File: src/rtl/rram_instr_pkg.sv
// Shared opcodes, register offsets and issue-FSM state type for the RRAM instruction issuer.
// Also holds the host-command encoder used on the Wishbone write path.
package rram_instr_pkg;

  localparam logic [3:0] OP_WRITE  = 4'h1;
  localparam logic [3:0] OP_READ   = 4'h2;
  localparam logic [3:0] OP_MAC    = 4'h3;
  localparam logic [3:0] OP_CONF_T = 4'h4;
  localparam logic [3:0] OP_CONF_V = 4'h5;
  // Not a decoder opcode, so the decoder treats it as an idle slot
  localparam logic [3:0] NOP       = 4'hF;

  localparam logic [31:0] NOP_WORD = {NOP, 28'b0};

  localparam logic [7:0] OFF_WRITE  = 8'h00;
  localparam logic [7:0] OFF_READ   = 8'h04;
  localparam logic [7:0] OFF_MAC    = 8'h08;
  localparam logic [7:0] OFF_CONF_T = 8'h0C;
  localparam logic [7:0] OFF_CONF_V = 8'h10;
  localparam logic [7:0] OFF_RAW    = 8'h14;
  localparam logic [7:0] OFF_STATUS = 8'h18;
  localparam logic [7:0] OFF_CTRL   = 8'h1C;

  typedef enum logic [1:0] {
    StIdle,
    StIssue,
    StGap
  } issue_state_e;

  function automatic logic is_cmd_offset(input logic [7:0] off);
    return off inside {OFF_WRITE, OFF_READ, OFF_MAC, OFF_CONF_T, OFF_CONF_V, OFF_RAW};
  endfunction

  function automatic logic [31:0] encode_cmd(input logic [7:0] off, input logic [31:0] dat);
    logic [31:0] word;
    word = '0;
    case (off)
      OFF_WRITE:  word = {OP_WRITE, 20'b0, dat[7:4], dat[3:0]};
      OFF_READ:   word = {OP_READ, 20'b0, dat[7:0]};
      OFF_MAC:    word = {OP_MAC, 12'b0, dat[15:0]};
      OFF_CONF_T: word = {OP_CONF_T, 18'b0, dat[9:0]};
      OFF_CONF_V: word = {OP_CONF_V, 24'b0, dat[3:0]};
      OFF_RAW:    word = dat;
      default:    word = '0;
    endcase
    return word;
  endfunction

endpackage

File: src/rtl/rram_cmd_fifo.sv
// Synchronous command FIFO with push/pop/flush, full/empty flags and fill count.
// Depth must be a power of two so the pointers wrap naturally.
module rram_cmd_fifo #(
  parameter int unsigned Depth  = 4,
  parameter int unsigned Width  = 32,
  localparam int unsigned AddrW  = $clog2(Depth),
  localparam int unsigned CountW = AddrW + 1
) (
  input  logic              clk_i,
  input  logic              rst_ni,
  input  logic              push_i,
  input  logic [Width-1:0]  data_i,
  input  logic              pop_i,
  input  logic              flush_i,
  output logic [Width-1:0]  data_o,
  output logic              full_o,
  output logic              empty_o,
  output logic [CountW-1:0] count_o
);

  logic [Width-1:0]  mem_q [Depth];
  logic [AddrW-1:0]  wr_ptr_q, wr_ptr_d;
  logic [AddrW-1:0]  rd_ptr_q, rd_ptr_d;
  logic [CountW-1:0] count_q, count_d;
  logic              push_ok, pop_ok;

  assign full_o  = (count_q == CountW'(Depth));
  assign empty_o = (count_q == '0);
  assign count_o = count_q;
  assign data_o  = mem_q[rd_ptr_q];

  // A pop frees the slot in the same cycle, so a push into a full FIFO is accepted then
  assign pop_ok  = pop_i && !empty_o;
  assign push_ok = push_i && (!full_o || pop_ok);

  always_comb begin
    wr_ptr_d = wr_ptr_q;
    rd_ptr_d = rd_ptr_q;
    count_d  = count_q;
    if (flush_i) begin
      wr_ptr_d = '0;
      rd_ptr_d = '0;
      count_d  = '0;
    end else begin
      if (push_ok) wr_ptr_d = wr_ptr_q + AddrW'(1);
      if (pop_ok)  rd_ptr_d = rd_ptr_q + AddrW'(1);
      case ({push_ok, pop_ok})
        2'b10:   count_d = count_q + CountW'(1);
        2'b01:   count_d = count_q - CountW'(1);
        default: count_d = count_q;
      endcase
    end
  end

  always_ff @(posedge clk_i) begin
    if (!rst_ni) begin
      wr_ptr_q <= '0;
      rd_ptr_q <= '0;
      count_q  <= '0;
    end else begin
      wr_ptr_q <= wr_ptr_d;
      rd_ptr_q <= rd_ptr_d;
      count_q  <= count_d;
    end
  end

  always_ff @(posedge clk_i) begin
    if (push_ok && !flush_i) mem_q[wr_ptr_q] <= data_i;
  end

endmodule

File: src/rtl/rram_instr_issuer.sv
// Wishbone command front end: encodes host commands, queues them and issues them with NOP gaps.
// Optional drain-complete interrupt is built only when RRAM_ISSUER_IRQ_EN is defined.
module rram_instr_issuer
  import rram_instr_pkg::*;
#(
  parameter int unsigned FIFO_DEPTH = 4,
  parameter int unsigned ISSUE_GAP  = 2,
  parameter int unsigned MAC_GAP    = 4,
  parameter logic [31:0] BASE_ADDR  = 32'h3000_0000
) (
  input  logic        clk,
  input  logic        rst,
  input  logic        wbs_stb_i,
  input  logic        wbs_cyc_i,
  input  logic        wbs_we_i,
  input  logic [3:0]  wbs_sel_i,
  input  logic [31:0] wbs_adr_i,
  input  logic [31:0] wbs_dat_i,
  output logic        wbs_ack_o,
  output logic [31:0] wbs_dat_o,
  output logic [31:0] instruction,
  output logic        instr_valid,
  output logic        busy,
  output logic        irq_done
);

  localparam int unsigned GapMax = (ISSUE_GAP > MAC_GAP) ? ISSUE_GAP : MAC_GAP;
  localparam int unsigned CntW   = $clog2(GapMax + 2);
  localparam int unsigned FifoCw = $clog2(FIFO_DEPTH) + 1;
  // The IDLE cycle before the next pop is the last NOP slot, so GAP lasts one cycle less
  localparam logic [CntW-1:0] IssueLoad = CntW'((ISSUE_GAP > 1) ? ISSUE_GAP - 1 : 0);
  localparam logic [CntW-1:0] MacLoad   = CntW'((MAC_GAP > 1) ? MAC_GAP - 1 : 0);

  issue_state_e      state_q, state_d;
  logic [31:0]       word_q, word_d;
  logic [CntW-1:0]   cnt_q, cnt_d;
  logic              ack_q, ack_d;
  logic [31:0]       dat_q, dat_d;
  logic              ovf_q, ovf_d;

  logic [7:0]        off;
  logic              hit, req, wr, push, ctrl_wr, flush, ovf_clr, pop;
  logic [31:0]       status;
  logic [31:0]       fifo_data;
  logic              fifo_full, fifo_empty;
  logic [FifoCw-1:0] fifo_count;
  logic              unused_sel;

  assign unused_sel = ^wbs_sel_i;

  assign off     = wbs_adr_i[7:0];
  assign hit     = (wbs_adr_i[31:8] == BASE_ADDR[31:8]);
  assign req     = wbs_cyc_i && wbs_stb_i && !ack_q && hit;
  // Writes take effect on the edge that closes the ack cycle
  assign wr      = ack_q && wbs_cyc_i && wbs_stb_i && wbs_we_i;
  assign push    = wr && is_cmd_offset(off);
  assign ctrl_wr = wr && (off == OFF_CTRL);
  assign flush   = ctrl_wr && wbs_dat_i[1];
  assign ovf_clr = ctrl_wr && wbs_dat_i[0];

  always_comb begin
    status       = '0;
    status[7:0]  = 8'(fifo_count);
    status[8]    = fifo_full;
    status[9]    = fifo_empty;
    status[10]   = busy;
    status[11]   = ovf_q;
  end

  rram_cmd_fifo #(
    .Depth (FIFO_DEPTH),
    .Width (32)
  ) u_fifo (
    .clk_i   (clk),
    .rst_ni  (rst),
    .push_i  (push),
    .data_i  (encode_cmd(off, wbs_dat_i)),
    .pop_i   (pop),
    .flush_i (flush),
    .data_o  (fifo_data),
    .full_o  (fifo_full),
    .empty_o (fifo_empty),
    .count_o (fifo_count)
  );

  always_comb begin
    ack_d = req;
    dat_d = '0;
    if (req && !wbs_we_i && (off == OFF_STATUS)) dat_d = status;
    ovf_d = ovf_q;
    if (ovf_clr) begin
      ovf_d = 1'b0;
    end else if (push && fifo_full && !pop) begin
      ovf_d = 1'b1;
    end
  end

  always_comb begin
    state_d = state_q;
    word_d  = word_q;
    cnt_d   = cnt_q;
    pop     = 1'b0;
    unique case (state_q)
      StIdle: begin
        // A flush landing on the same edge wins over the pop
        if (!fifo_empty && !flush) begin
          pop     = 1'b1;
          word_d  = fifo_data;
          state_d = StIssue;
        end
      end
      StIssue: begin
        cnt_d   = (word_q[31:28] == OP_MAC) ? MacLoad : IssueLoad;
        state_d = StGap;
      end
      StGap: begin
        if (cnt_q <= CntW'(1)) begin
          state_d = StIdle;
        end else begin
          cnt_d = cnt_q - CntW'(1);
        end
      end
      default: state_d = StIdle;
    endcase
  end

  always_ff @(posedge clk) begin
    if (!rst) begin
      state_q <= StIdle;
      word_q  <= NOP_WORD;
      cnt_q   <= '0;
      ack_q   <= 1'b0;
      dat_q   <= '0;
      ovf_q   <= 1'b0;
    end else begin
      state_q <= state_d;
      word_q  <= word_d;
      cnt_q   <= cnt_d;
      ack_q   <= ack_d;
      dat_q   <= dat_d;
      ovf_q   <= ovf_d;
    end
  end

  assign wbs_ack_o   = ack_q;
  assign wbs_dat_o   = dat_q;
  assign instr_valid = (state_q == StIssue);
  assign instruction = (state_q == StIssue) ? word_q : NOP_WORD;
  assign busy        = (state_q != StIdle) || !fifo_empty;

`ifdef RRAM_ISSUER_IRQ_EN
  logic irq_q, irq_d;

  assign irq_d = (state_q == StGap) && (state_d == StIdle) && fifo_empty && !push;

  always_ff @(posedge clk) begin
    if (!rst) begin
      irq_q <= 1'b0;
    end else begin
      irq_q <= irq_d;
    end
  end

  assign irq_done = irq_q;
`else
  assign irq_done = 1'b0;
`endif

endmodule

File: config.mk
export PLATFORM = sky130hd
export DESIGN_NAME = rram_instr_issuer
export DESIGN_NICKNAME = d
export VERILOG_FILES = /design/src/rtl/rram_instr_pkg.sv /design/src/rtl/rram_cmd_fifo.sv /design/src/rtl/rram_instr_issuer.sv
export SDC_FILE = /design/constraint.sdc
export NUM_CORES = 1
export LEC_CHECK = 0
export CORE_ASPECT_RATIO = 1.1
export CORE_MARGIN = 10
export CORE_UTILIZATION = 47
export DETAILED_ROUTE_END_ITERATION = 8
export PLACE_DENSITY = 0.88
export SKIP_LAST_GASP = 1
export SYNTH_ARGS = -nofsm -noshare
export SYNTH_HDL_FRONTEND = slang
export SYNTH_SLANG_ARGS = --single-unit
export TNS_END_PERCENT = 30
File: constraint.sdc
create_clock -name clk -period 2.45 [get_ports clk]
set_input_delay 0.6125 -clock clk [delete_from_list [all_inputs] [get_ports clk]]
set_output_delay 0.6125 -clock clk [all_outputs]
set_load 0.05 [all_outputs]
==> flow_summary.json, run 1 <==
{
  "die_area_um2": 21700,
  "max_cap_viol_count": 0,
  "wl_per_cell_um": 21.7,
  "synth_top_area_share_pct": 50.4,
  "hold_class": "flip-flop to flip-flop",
  "finalSetupViolCount": 0,
  "required_ns": 2.81,
  "criticalPathCategory": "primary input to flip-flop",
  "cts_root_buf": "clkbuf_16",
  "timing.rr.start": "u_fifo.count_o[0]",
  "routed_via_density": 5.68,
  "gp_congestion": 0.808,
  "synth_common_cells": "edfxtp_1 (128), and2_1 (63), dfxtp_1 (53), nand2_1 (33), mux4_2 (32)",
  "cp_max_fo": 2,
  "drt-initial-drc-count": 469,
  "die_w_um": 141,
  "finalCoreUtilization_pct": 64.1,
  "clock_skew_ns": 0.00907,
  "tightest_slew_ns": 0.577,
  "first_global_vias": 5285,
  "finalWirelength_mm": 19.6,
  "drc_errors": 0,
  "syn2layout_area_growth_pct": 32.8,
  "netlist_area_um2": 7630,
  "num_io_pins": 141,
  "clk_pin_slew_ns": 0.07,
  "synth.lib_cells_used.distinct": 48,
  "grt_max_degree": 58,
  "avgSynthCellArea_um2": 13.9,
  "clockPowerShare_pct": 30.6,
  "insertion_delay_ns": 0.43,
  "cts_made_buffers": 17,
  "clkSinkCount": 181,
  "status": "finished, final reports clean",
  "finalHoldViolCount": 0,
  "vias": 5137,
  "drt_first_pass_iters": 5,
  "internal_power_mw": 6.11,
  "rsz0062_at_grt": "yes",
  "ctsLongestPathBuffers": 2,
  "cp-start-kind": "primary input",
  "p_seq_share_pct": 40.0,
  "critPathLaunch": "wbs_cyc_i",
  "initial_core_util_pct": 48.3,
  "combPwrFrac_pct": 29.4,
  "whs_ns": 0.449,
  "p_total_mw": 9.02,
  "ant_nets": 0,
  "synth-edff-count": 128,
  "p_leak_nw": 3.42,
  "yosysWarnings": 0,
  "synth-main-ff-cell": "edfxtp_1",
  "grt_pass1_wl_mm": 29.5,
  "antenna_found_initial": 1,
  "cts_tree": "yes",
  "port_buffers": 110,
  "async_flop_share_pct": 0,
  "p_sw_share_pct": 32.3,
  "finalNetCount": 772,
  "drv_slew": 0,
  "dp_hpwl_mm": 13.3,
  "synth_area_leaders": "edfxtp_1 (50%), dfxtp_1 (14%), mux4_2 (9.4%)",
  "relSlewSlack_pct": 61.5,
  "die_h_um": 154,
  "power.density_nw_per_um2": 890,
  "cp.arrival_ns": 2.75,
  "setup_slack_ns": 0.0571,
  "yosysMostFrequentCell": "edfxtp_1",
  "pre_cts_slack_ns": -0.421,
  "grt_remaining_overflow": 0,
  "fp-row-count": 48,
  "final.fill_count": 1045,
  "drive_above_1_share_pct": 23.3,
  "critPathCaptureType": "flip-flop",
  "hp-start": "word_q[12]",
  "grtUsageTotal_pct": 17.4,
  "timing.fmax_mhz": 418,
  "cts_hold_buf": 0,
  "core_um2": 15800,
  "final.period_utilization_pct": 97.7,
  "htreeDepth": 4,
  "setup_tns_ns": 0,
  "yosysTopAreaCell": "edfxtp_1",
  "peakVddDrop_mv": 0.580,
  "syn_inst": 548,
  "yosysSeqAreaShare_pct": 64.3,
  "p_switching_mw": 2.91,
  "fin_crit_ns": 2.39,
  "synth_seq_cells": 181
}
[kinds of logic after synthesis]
family / after synthesis / synth area share, %
DFF: 181 / 64.3
other: 1 / 0.0492
buffers and inverters: 68 / 4.87
AOI/OAI and AO/OA: 58 / 4.36
adders and majority gates: 8 / 1.41
muxes: 33 / 9.58
xor gates and xnor gates: 5 / 0.574
and+or+nand+nor: 194 / 14.9
[per-stage QoR]
stage,cell area [um^2],cells
detailed placement,9460,870
CTS,10100,902
global placement,9460,870
finish,10100,905
floorplan,7730,573
global route,10100,904
[area by class of cell]
class | count | area [um^2] | share of cell area [%]
diodes | 1 | 2.50 | 0.0247
well taps | 200 | 250 | 2.47
clock inverters | 12 | 141 | 1.40
multi-input cells | 324 | 2480 | 24.5
flip-flops and latches | 181 | 4910 | 48.5
inverters | 13 | 48.8 | 0.482
repair buffers | 154 | 1830 | 18.1
clock buffers | 20 | 467 | 4.61
[power groups by stage]
stage	Clock (mW)	Sequential [mW]	Combinational, mW
final	2.76	3.61	2.65
after CTS	2.76	3.60	2.60
after floorplan	0	3.59	1.75
after detailed placement	0	3.66	2.60
after global placement	0	3.64	2.49
after global routing	2.87	3.64	2.86
[metal layers]
metal  vias to the layer above  routed length, um  global-route usage [%]
li1                       2277                  -                       -
met1                      2468               6930                    18.8
met2                       337              10100                    29.8
met3                        55               2140                    7.15
met4                         0                466                    6.19
met5                         -                  0                       0
[flip-flops by register name (all words and copies together), names as in the netlist]
name,flops
word_q,32
u_fifo.count_o,3
u_fifo.mem_q,128
ovf_q,1
cnt_q,3
u_fifo.wr_ptr_q,2
wbs_dat_o,7
wbs_ack_o,1
u_fifo.rd_ptr_q,2
state_q,2
[worst max-delay path, stage by stage]
cell and delay (ns):
clkdlybuf4s50_1 0.48, buf_4 0.12, nand4_1 0.22, nor3_4 0.31, inv_2 0.07, ha_2 0.18
inv_1 0.08, fa_2 0.43, nor2_1 0.10, a21oi_1 0.05, nor2_1 0.10
[cell usage in the layout (no fill, tap or decap), drive strengths merged, types with 2 or more instances in the layout]
cell type,n
conb,26
mux4,32
edfxtp,128
and3,5
xor2,3
a211oi,3
o21ba,2
dfxtp,53
o21ai,37
clkbuf,20
nor2b,3
ha,7
nor3,7
clkinv,3
xnor2,2
nand4,28
inv,18
buf,78
nand2b,5
clkdlybuf4s50,70
dlymetal6s2s,5
clkinvlp,2
and2,63
or3,2
nand3,16
and4,3
nor4,5
nor2,17
bufinv,2
nor4bb,3
nand2,34
a21oi,12
[path summary, 6_finish.rpt]
| kind | endpoint | slack [ns] | depth (start not counted) |
|---|---|---|---|
| hold / removal | word_q[12] | 0.45 | 2 |
| hold reg to reg | word_q[12] | 0.45 | 2 |
| setup reg to reg | u_fifo.count_o[2] | 0.11 | 11 |
| setup / recovery | u_fifo.count_o[1] | 0.06 | 11 |
[repair_timing]
action	CTS	global route
gates cloned	0	0
buffers inserted	0	2
endpoints found under the hold margin	0	0
endpoints found under the setup margin	2	2
pin swaps	0	6
gates resized for setup	1	14
Power figures use the tool's default switching activity.
==> run 2, diff against run 1 <==
Settings changed: CAP_MARGIN set to 20.
==> results of run 2 <==
The final DEF is identical to that of run 1; final timing and power are the same.
==> run 3, diff against run 2 <==
Settings changed: CORE_MARGIN 10 to 2, SLEW_MARGIN set to 20.
==> flow_summary.json, run 3 (same netlist as run 1, synthesis figures left out) <==
{
  "status": "complete, but fails checks",
  "violations": "negative setup slack",
  "insertion_delay_ns": 0.42,
  "final_common_cell": "edfxtp_1",
  "critPathLaunch": "wbs_stb_i",
  "num_io_pins": 141,
  "hold_class": "flip-flop to flip-flop",
  "fin_crit_ns": 2.47,
  "syn2layout_area_growth_pct": 32.5,
  "cp_max_fo": 2,
  "antenna_found_initial": 0,
  "worstPathCellList": "clkdlybuf4s50_1 -> buf_4 -> nand4_1 -> nor3_4 -> inv_2 -> ha_2 -> inv_1 -> fa_2 -> xor2_1 -> nor2_1 -> xnor2_1 -> nor2_1",
  "final.period_utilization_pct": 101,
  "wl_per_cell_um": 19.2,
  "finalNetCount": 777,
  "final_cell_area_um2": 10100,
  "ctsLongestPathBuffers": 2,
  "cpMostUsedCell": "nor2_1",
  "final_cell_mix": "edfxtp_1 (128), clkdlybuf4s50_1 (66), and2_1 (61)",
  "timing.rr.start": "u_fifo.count_o[0]",
  "critical-path-slowest-cell": "clkdlybuf4s50_1",
  "first_global_vias": 5214,
  "fp-row-count": 48,
  "vias": 5077,
  "hp-start": "word_q[13]",
  "cts_made_buffers": 17,
  "cts_tree": "yes",
  "cp.arrival_ns": 2.77,
  "grt_pass1_wl_mm": 26.6,
  "finalHoldViolCount": 0,
  "initial_core_util_pct": 48.3,
  "peakVddDrop_mv": 0.648,
  "cts_hold_buf": 0,
  "tightest_slew_ns": 0.607,
  "port_buffers": 110,
  "relSlewSlack_pct": 59.5,
  "setup_tns_ns": -0.0182,
  "whs_ns": 0.452,
  "routed_via_density": 5.59,
  "timing.fmax_mhz": 405,
  "drive_above_1_share_pct": 23.3,
  "drv_slew": 0,
  "critPathTopFamily": "buffers and inverters",
  "drc_errors": 0,
  "critPathCaptureType": "flip-flop",
  "die_h_um": 138,
  "die_area_um2": 17300,
  "die_w_um": 125,
  "max_stage_delay_ns": 0.49,
  "ant_nets": 0,
  "p_leak_nw": 3.45,
  "largest_reg_flops": 128,
  "criticalPathCategory": "primary input to flip-flop",
  "drt-initial-drc-count": 483,
  "setup_slack_ns": -0.0182,
  "gp_congestion": 0.911,
  "drt_first_pass_iters": 5,
  "core_um2": 15800,
  "required_ns": 2.75,
  "clk_pin_slew_ns": 0.06,
  "antennaDiodeCount": 0,
  "critPathBufInv": 4,
  "htreeDepth": 4,
  "finalSetupViolCount": 1,
  "cp-start-kind": "primary input",
  "power.density_nw_per_um2": 880,
  "largest-register": "u_fifo.mem_q",
  "grt_remaining_overflow": 0,
  "clock_skew_ns": 0.00677,
  "grtUsageTotal_pct": 20.3,
  "cts_root_buf": "clkbuf_16",
  "max_cap_viol_count": 0,
  "finalWirelength_mm": 17.4,
  "placed_cell_area_um2": 9470,
  "p_total_mw": 8.89,
  "clkSinkCount": 181,
  "grt_max_degree": 58,
  "finalCoreUtilization_pct": 64.0,
  "dp_hpwl_mm": 12.0
}
-- run 3: cell type report --
| class | count | area (um^2) |
|---|---|---|
| Fill cell | 1048 | 5690 |
| Clock inverter | 12 | 129 |
| Tap cell | 200 | 250 |
| Multi-Input combinational cell | 324 | 2480 |
| Inverter | 13 | 48.8 |
| Timing Repair Buffer | 159 | 1860 |
| Sequential cell | 181 | 4910 |
| Clock buffer | 20 | 437 |
-- run 3: final timing paths --
path / to / slack, ns / cells past startpoint
max reg2reg: u_fifo.count_o[2] / 0.17 / 11
max: u_fifo.count_o[2] / -0.02 / 12
min: word_q[13] / 0.45 / 2
min reg2reg: word_q[13] / 0.45 / 2
-- run 3: per-stage QoR --
stage	setup WS, ns	cells
after floorplan	-0.185	573
after global placement	-0.386	873
after detailed placement	-0.473	873
after CTS	-0.101	905
after global routing	-0.00740	909
final	-0.0182	909
-- run 3: metal layers --
layer | vias to the layer above | wire length [um] | GRT usage, %
met2 | 271 | 8930 | 35.6
met5 | - | 0 | 0
met4 | 0 | 394 | 7.96
met1 | 2492 | 6810 | 24.4
met3 | 30 | 1290 | 4.66
li1 | 2284 | - | -
-- run 3: repair_timing --
item                       4_1_cts  5_1_grt
pin swaps                        0        9
resized for setup                2       16
setup buffers                    0        4
cloned                           0        0
setup endpoints to repair        2        1
-- run 3: report_power, final --
group | switching (mW) | total (mW) | internal [mW]
Clock | 1.10 | 2.60 | 1.50
Combinational | 1.59 | 2.71 | 1.11
Sequential | 0.146 | 3.59 | 3.44
Total | 2.84 | 8.89 | 6.06
-- run 3: tightest hold or removal path, cell delays in order (launching register included) --
cell     delay, ns
dfxtp_1       0.31
nand2_1       0.06
o21ai_1       0.05
